<file path="config.mk">
export PLATFORM = sky130hd
export DESIGN_NAME = uart_loader
export DESIGN_NICKNAME = d
export VERILOG_FILES = /design/src/rtl/uart_loader.sv
export SDC_FILE = /design/constraint.sdc
export NUM_CORES = 1
export LEC_CHECK = 0
export CAP_MARGIN = 25
export CORE_UTILIZATION = 50
export DETAILED_ROUTE_END_ITERATION = 12
export DONT_BUFFER_PORTS = 1
export PLACE_DENSITY = 0.73
export SYNTH_ARGS = -nofsm -noshare
export SYNTH_HDL_FRONTEND = slang
export SYNTH_SLANG_ARGS = --single-unit
</file>
<file path="constraint.sdc">
create_clock -name clk -period 3.2 [get_ports clk]
set_clock_uncertainty 0.05 [all_clocks]
set_input_delay 0.64 -clock clk [delete_from_list [all_inputs] [get_ports clk]]
set_output_delay 0.64 -clock clk [all_outputs]
set_load 0.05 [all_outputs]
</file>
<file path="src/rtl/uart_loader.sv">
// uart_loader: serial monitor/bootloader that writes, reads back and launches programs in the shared RAM
module uart_loader #(
    parameter int ADDR_W   = 9,
    parameter int RD_LAT   = 2,
    parameter int TIMEOUT  = 1200000,
    parameter int TX_GUARD = 2
) (
    input  logic              clk,
    input  logic              rst,
    input  logic [7:0]        rx_byte,
    input  logic              received,
    output logic [7:0]        tx_byte,
    output logic              transmit,
    input  logic              is_transmitting,
    output logic [ADDR_W-1:0] ram_raddr,
    input  logic [7:0]        ram_rdata,
    output logic [ADDR_W-1:0] ram_waddr,
    output logic [7:0]        ram_wdata,
    output logic              ram_we,
    output logic [ADDR_W-1:0] cpu_startaddr,
    output logic              cpu_run,
    input  logic              cpu_halted,
    output logic              cpu_owns_bus,
    output logic              busy
);
    typedef enum logic [3:0] {IDLE, HDR, WDATA, RADDR, RWAIT, RSEND, GO, RUN, ACK} state_t;
    localparam logic [3:0]  LAT_END = 4'(RD_LAT);
    localparam logic [20:0] TO_END  = 21'(TIMEOUT);
    localparam logic [3:0]  G_INIT  = 4'(TX_GUARD);
    state_t state, state_n;
    logic [7:0] cmd, ack_byte, ack_n, rd_byte;
    logic [1:0] hdr_cnt;
    logic [ADDR_W-1:0] addr;
    logic [8:0] n;
    logic [20:0] to_cnt;
    logic [3:0] lat, guard;
    logic tx_ok, timed_out, is_cmd;
    assign tx_ok = guard == 4'd0 && !is_transmitting;
    assign timed_out = to_cnt == TO_END && !received;
    assign is_cmd = rx_byte == 8'h57 || rx_byte == 8'h52 || rx_byte == 8'h47;
    assign busy = state != IDLE;
    // state register
    always_ff @(posedge clk)
        state <= rst ? IDLE : state_n;
    // next state and the byte to acknowledge with when entering ACK
    always_comb begin
        state_n = state;
        ack_n = ack_byte;
        case (state)
            IDLE: if (received) begin
                state_n = is_cmd ? HDR : ACK;
                ack_n = 8'h3F;
            end
            HDR: if (received) begin
                if (hdr_cnt == 2'd1 && cmd == 8'h47) state_n = GO;
                else if (hdr_cnt == 2'd2) state_n = cmd == 8'h57 ? WDATA : RADDR;
            end else if (timed_out) begin
                state_n = ACK;
                ack_n = 8'h3F;
            end
            WDATA: if (received && n == 9'd1) begin
                state_n = ACK;
                ack_n = 8'h2E;
            end else if (timed_out) begin
                state_n = ACK;
                ack_n = 8'h3F;
            end
            RADDR: state_n = RWAIT;
            RWAIT: state_n = lat == LAT_END ? RSEND : RWAIT;
            RSEND: if (tx_ok) begin
                state_n = n == 9'd1 ? ACK : RADDR;
                ack_n = 8'h2E;
            end
            GO: state_n = RUN;
            RUN: if (cpu_halted) begin
                state_n = ACK;
                ack_n = 8'h48;
            end
            ACK: state_n = tx_ok ? IDLE : ACK;
            default: state_n = IDLE;
        endcase
    end
    // datapath: header capture, RAM strobes, transmit pacing, CPU handoff
    always_ff @(posedge clk) begin
        if (rst) begin
            {cmd, ack_byte, rd_byte, hdr_cnt, addr, n, to_cnt, lat, guard} <= '0;
            {tx_byte, transmit, ram_raddr, ram_waddr, ram_wdata, ram_we} <= '0;
            {cpu_startaddr, cpu_run, cpu_owns_bus} <= '0;
        end else begin
            ram_we <= 1'b0;
            transmit <= 1'b0;
            cpu_run <= 1'b0;
            ack_byte <= ack_n;
            guard <= guard != 4'd0 ? guard - 1'b1 : guard;
            to_cnt <= (state == HDR || state == WDATA) && !received && state_n == state ? to_cnt + 1'b1 : '0;
            case (state)
                IDLE: if (received) begin
                    cmd <= rx_byte;
                    hdr_cnt <= 2'd0;
                end
                HDR: if (received) begin
                    hdr_cnt <= hdr_cnt + 1'b1;
                    if (hdr_cnt == 2'd0) addr[8] <= rx_byte[0];
                    if (hdr_cnt == 2'd1) addr[7:0] <= rx_byte;
                    if (hdr_cnt == 2'd2) n <= rx_byte == 8'h00 ? 9'h100 : {1'b0, rx_byte};
                end
                WDATA: if (received) begin
                    ram_we <= 1'b1;
                    ram_waddr <= addr;
                    ram_wdata <= rx_byte;
                    addr <= addr + 1'b1;
                    n <= n - 1'b1;
                end
                RADDR: begin
                    ram_raddr <= addr;
                    lat <= 4'd0;
                end
                RWAIT: begin
                    lat <= lat + 1'b1;
                    if (lat == LAT_END) rd_byte <= ram_rdata;
                end
                RSEND: if (tx_ok) begin
                    transmit <= 1'b1;
                    tx_byte <= rd_byte;
                    guard <= G_INIT;
                    addr <= addr + 1'b1;
                    n <= n - 1'b1;
                end
                GO: begin
                    cpu_startaddr <= addr;
                    cpu_owns_bus <= 1'b1;
                    cpu_run <= 1'b1;
                end
                RUN: if (cpu_halted) cpu_owns_bus <= 1'b0;
                ACK: if (tx_ok) begin
                    transmit <= 1'b1;
                    tx_byte <= ack_byte;
                    guard <= G_INIT;
                end
                default: ;
            endcase
        end
    end
endmodule

</file>
==> out/qor.csv, run 1 <==
metric,value,unit
total wire length,12900,microns
final hold violation count,0,
static leakage,2.19,nW
number of CTS-inserted buffers,17,
Power per Cell Area,642,nW/um^2
die area,11800,sq um
Area Overhead vs Synth,11.8,%
fin area,6360,sq um
# rows,38,
top-count cell post-synth,dfxtp_1,
vias in the first global route,4374,
Tmin final,2.59,ns
mux contribution to synthesized area,4.57,%
io pins,69,
core outline area,11000,sq um
final antenna-violating net count,0,
Clock Root Buffer,clkbuf_16,
VDD IR-drop max,0.332,mV
Port Buffers,0,
reg-to-reg startpoint,state[2],
synthesized area,5690,sq um
CP max FO,18,
wire per inst,15.5,microns
Synth area leader,dfxtp_1,
synth top area cells,"dfxtp_1 (44%), nand2_1 (7.1%), nor2_1 (6.1%)",
Max clock buf depth,2,
Syn Nets,727,
count of cells resized by post-cts repair,0,
final setup vio count,0,
post-DP HPWL,8710,microns
post-synthesis sequential area ratio,43.6,%
FMAX,0.386,GHz
Area after DPL,5700,sq um
Hold Path Class,input port to flip-flop,
GPL Wtd Cong,0.911,
initial core utilization,51.8,%
NumNets Final,710,
"Core Util, Final",57.9,%
RSZ-0062 raised after global routing,false,
Critical Path RT,3.49,ns
fin cells,830,
ys async rst share,0,%
Slew HR,44.9,%
H-tree levels,4,
CP Class,flip-flop to flip-flop,
total negative slack,0,ns
share of the synthesized area in the top cell type,43.6,%
Global Route Usage Sum,23.0,%
GRT Residual Overflow,0,
Post-CTS Setup Bufs,0,
clk sinks,124,
Pre-antenna DRT Iters,5,
Post-Synth XOR/XNOR Area,3.54,%
Synth Area in Simple Gates,24.1,%
status,"finished, final reports clean",
post-synthesis cell count,694,
first-pass GRT wire length,20800,microns
Netlist cell types,61,
CTS tree,done,
synthesized flop and latch total,124,
DRT iter0 DRCs,378,
Worst EP arrival,2.89,ns
"Clk Latency, worst-skew pair",0.42,ns
pre-CTS setup slack,0.685,ns
via-per-instance ratio,5.71,
Die Height,109,microns
critical path capture point type,flip-flop,
Worst Setup SP,state[2],
Hold Buf Count CTS,0,
Least-Margin Pin Slew,0.827,ns
vias,4739,
hold_sp,rst,
Max Slew Vio Count,0,
ANT cells,0,
initial antenna violation count,0,
layout cell share with drive strength beyond 1,6.81,%
max cap viols,0,
largest net degree at the start of global routing,109,
Compound-Gate Fraction of Synth Area,16.6,%
top post-synthesis cells by count,"dfxtp_1 (124), nand2_1 (108), nor2_1 (92)",
dominant synthesized flop cell,dfxtp_1,
Placed Cells,798,
DRC viols,0,
"Reg clk slew, reported paths",0.05,ns
number of synthesized flops with an enable pin,0,
combinational family with the most area after synthesis,simple AND/OR/NAND/NOR gates,
"Avg Cell Area, Syn",8.20,sq um
worst hold margin,0.236,ns
"Power, Total",4.09,mW
die width,109,microns
Critical Path Start Type,flip-flop,
crit share post-route,81.0,%
worst setup margin,0.607,ns
Post-Synth Adder-Cell Area,2.64,%
Synth warnings,0,
power by group:
| group | internal [mW] | switching (mW) | total [mW] |
|---|---|---|---|
| combinational | 0.128 | 0.159 | 0.287 |
| clock | 1.40 | 0.701 | 2.10 |
| sequential | 1.60 | 0.0939 | 1.69 |
routing by layer:
layer / routed length, microns / track usage, % / share of wire (%)
met3: 746 / 6.10 / 5.8
met4: 227 / 9.07 / 1.8
met5: 0 / 0 / 0
met1: 5810 / 29.2 / 45
met2: 6110 / 37.1 / 47
area by class of cell:
type	instances	area (sq um)
fillers	955	4620
multi-input cells	507	2930
flip-flops and latches	124	2480
clock buffers	18	439
clock inverters	14	216
well taps	140	175
inverters	22	82.6
repair buffers	5	37.5
sequential cells by signal (all words and copies together) (netlist names), 2 cells and up:
register and cells:
n 9, rd_byte 8, hdr_cnt 2, guard 4
ack_byte 8, lat 4, cmd 8, addr 9
tx_byte 8, state 4, ram_waddr 9, to_cnt 21
ram_raddr 9, cpu_startaddr 9, ram_wdata 8
final timing paths:
path	endpoint	slack, ns	cells after the start
max	state[0]	0.61	5
min	cpu_startaddr[5]	0.24	1
max reg2reg	state[0]	0.61	5
min reg2reg	ack_byte[3]	0.40	2
critical path: stages (launching register included):
cell and delay [ns]:
dfxtp_1 0.70, nand2b_1 0.21, nor3_1 0.47, nand3_1 0.60
o2111a_1 0.35, a31oi_1 0.15
placed cells by master, fill, tap and decap left out, types with 3 or more instances in the layout:
cell type	count
and3_1	6
nor3_1	13
o21ai_0	20
nor2_1	92
a21oi_1	62
dfxtp_1	124
nor2b_1	5
or2_2	3
a21o_1	8
a211oi_1	13
a211o_1	4
a31oi_1	5
ha_1	12
a41oi_1	4
o211ai_1	3
nand3_1	25
nand2b_1	8
o31ai_1	3
clkbuf_16	17
o21a_1	4
clkinvlp_4	4
and4_1	4
nor4_1	6
bufinv_16	5
nand4_1	7
nand2_1	108
xor2_1	14
buf_4	5
or3_1	7
nand3b_1	3
xnor2_1	9
inv_1	22
mux2i_1	26
logic make-up (layout without fill, tap and decap cells):
group | count (synthesis) | count (layout)
simple gates | 299 | 299
compound gates | 147 | 147
flops | 124 | 124
buf+inv | 63 | 59
mux | 26 | 26
xor+xnor | 23 | 23
fa+ha+maj | 12 | 12
No activity file was read; power rests on OpenSTA's default activity.
==> run 2: changes to the inputs <==
Clock period 3.2 ns to 2.5 ns, I/O delays scaled along.
==> out/qor.csv, run 2 (synthesized netlist as in run 1, its figures left out) <==
metric,value,unit,change
status,"finished, final reports clean",,
static leakage,2.21,nW,+1.3%
Area Overhead vs Synth,12.1,%,
Pre-antenna DRT Iters,4,,-1
Reg power frac,44.0,%,+2.5 points
GRT Residual Overflow,0,,unchanged
Hold Path Class,input port to flip-flop,,
Power per Cell Area,773,nW/um^2,+20%
final setup vio count,0,,unchanged
max reg flops,21,,unchanged
Hold Buf Count CTS,0,,unchanged
NumNets Final,723,,+1.8%
post-DP HPWL,8970,microns,+3.0%
Clock Root Buffer,clkbuf_16,,
Sequential Area,2480,sq um,unchanged
Max clock buf depth,2,,unchanged
Tmin final,2.34,ns,
Least-Margin Pin Slew,0.830,ns,+0.00324 ns
ANT cells,0,,unchanged
multi-input combinational cell area,2930,sq um,unchanged
Area after DPL,5800,sq um,+1.7%
Max Slew Vio Count,0,,unchanged
RSZ-0062 raised after global routing,false,,
largest stage delay on the critical path,0.64,ns,-0.06 ns
core outline area,11000,sq um,unchanged
Placed Cells,811,,+1.6%
final-layout fill cell count,988,,+3.5%
layout cell share with drive strength beyond 1,8.12,%,+1.3 points
first-pass GRT wire length,21400,microns,+2.6%
H-tree levels,4,,unchanged
total wire length,13100,microns,+1.6%
crit share post-route,93.5,%,
CP max FO,14,,-4
Internal Power,3.73,mW,+19%
wire per inst,15.5,microns,+0.13%
die width,109,microns,unchanged
CTS tree,done,,
critical path capture point type,output port,,
DRC viols,0,,unchanged
Clock Power Share,48.3,%,-3.2 points
final antenna-violating net count,0,,unchanged
fin cells,842,,+1.4%
number of CTS-inserted buffers,17,,unchanged
vias,4819,,+1.7%
Logic pwr share,7.7,%,+0.7 points
max cap viols,0,,unchanged
Slew HR,44.1,%,-0.73 points
"most common cell after layout, fill and taps aside",dfxtp_1,,
total negative slack,0,ns,unchanged
GPL Wtd Cong,0.938,,+2.9%
worst setup margin,0.161,ns,-0.446 ns
fin area,6380,sq um,+0.31%
via-per-instance ratio,5.72,,+0.24%
clk sinks,124,,unchanged
pre-CTS setup slack,0.229,ns,-0.456 ns
DRT iter0 DRCs,368,,-2.6%
"commonest cells after routing, fill and taps aside","dfxtp_1 (124), nand2_1 (108), nor2_1 (92)",,
Port Buffers,0,,unchanged
WP buf/inv,1,,+1
switch share,24.4,%,+1.0 points
initial antenna violation count,0,,unchanged
final hold violation count,0,,unchanged
"Clk Latency, worst-skew pair",0.42,ns,about the same
Die Height,109,microns,unchanged
Post-CTS Setup Bufs,0,,unchanged
Psw,1.20,mW,+26%
largest net degree at the start of global routing,109,,unchanged
initial core utilization,51.8,%,unchanged
Critical Path RT,1.95,ns,-1.54 ns
Worst EP arrival,1.79,ns,-1.10 ns
count of cells resized by post-cts repair,0,,unchanged
vias in the first global route,4514,,+3.2%
"Reg clk slew, reported paths",0.06,ns,about the same
Crit-path slowest cell,dfxtp_1,,
largest delay contributor family on the critical path,flip-flops,,
CP Cell Sequence,nor2_1 > buf_4 > nand2_1,,
VDD IR-drop max,0.473,mV,+43%
FMAX,0.428,GHz,
io pins,69,,unchanged
CP Class,flip-flop to output port,,
Global Route Usage Sum,23.6,%,+0.61 points
Critical Path Start Type,flip-flop,,
Biggest register,to_cnt,,
die area,11800,sq um,unchanged
# rows,38,,unchanged
run 2: cell types whose count changed in the layout (fill, tap and decap cells not counted):
| cell | delta |
|---|---|
| bufinv_16 | -3 |
| inv_6 | -2 |
| clkbuf_1 | +2 |
| clkbuf_8 | +1 |
| buf_4 | +13 |
| clkinv_4 | +1 |
run 2: power groups by stage:
stage | sequential [mW] | combinational, mW | clock (mW)
detailed placement | 2.21 | 0.378 | 0
floorplan | 2.19 | 0.350 | 0
global placement | 2.21 | 0.355 | 0
CTS | 2.17 | 0.381 | 2.42
global route | 2.18 | 0.428 | 2.51
finish | 2.17 | 0.379 | 2.38
run 2: layout make-up:
class / instances / share of cell area (%)
clock buffer: 21 / 7.22
clock inverter: 10 / 1.84
inverter: 22 / 1.29
multi-input combinational: 507 / 45.9
sequential: 124 / 38.9
tap: 140 / 2.75
timing repair buffer: 18 / 2.12
run 2: path summary, 6_finish.rpt:
kind	from	end	slack, ns	depth (start not counted)
min	rst	cpu_startaddr[3]	0.1	1
max	state[3]	busy	0.16	3
min reg2reg	ack_byte[2]	ack_byte[2]	0.41	2
max reg2reg	guard[1]	n[5]	0.21	8
run 2: per-stage QoR:
stage / hold slack (ns) / power, mW / util [%]
after global placement: 0.378 / 2.56 / 52.8
after detailed placement: 0.390 / 2.59 / 52.8
after global routing: 0.0720 / 5.12 / 58.1
after CTS: 0.0847 / 4.97 / 58.1
after floorplan: 0.375 / 2.54 / -
final: 0.0951 / 4.93 / 58.1
run 2: metal layers:
metal / GRT usage, % / vias up / share of wire [%]
met2: 38.3 / 133 / 48
met3: 8.67 / 14 / 6.1
met4: 7.82 / 0 / 1.5
met5: 0 / - / 0
li1: - / 2396 / -
met1: 28.9 / 2276 / 44
run 2: worst reg2reg max path: cells and delay by family (launching register included):
kind	cells	cell delay, ns
AOI/OAI and AO/OA	3	0.53
adders and majority gates	1	0.19
buffers and inverters	2	0.33
DFF	1	0.32
and+or+nand+nor	2	0.76
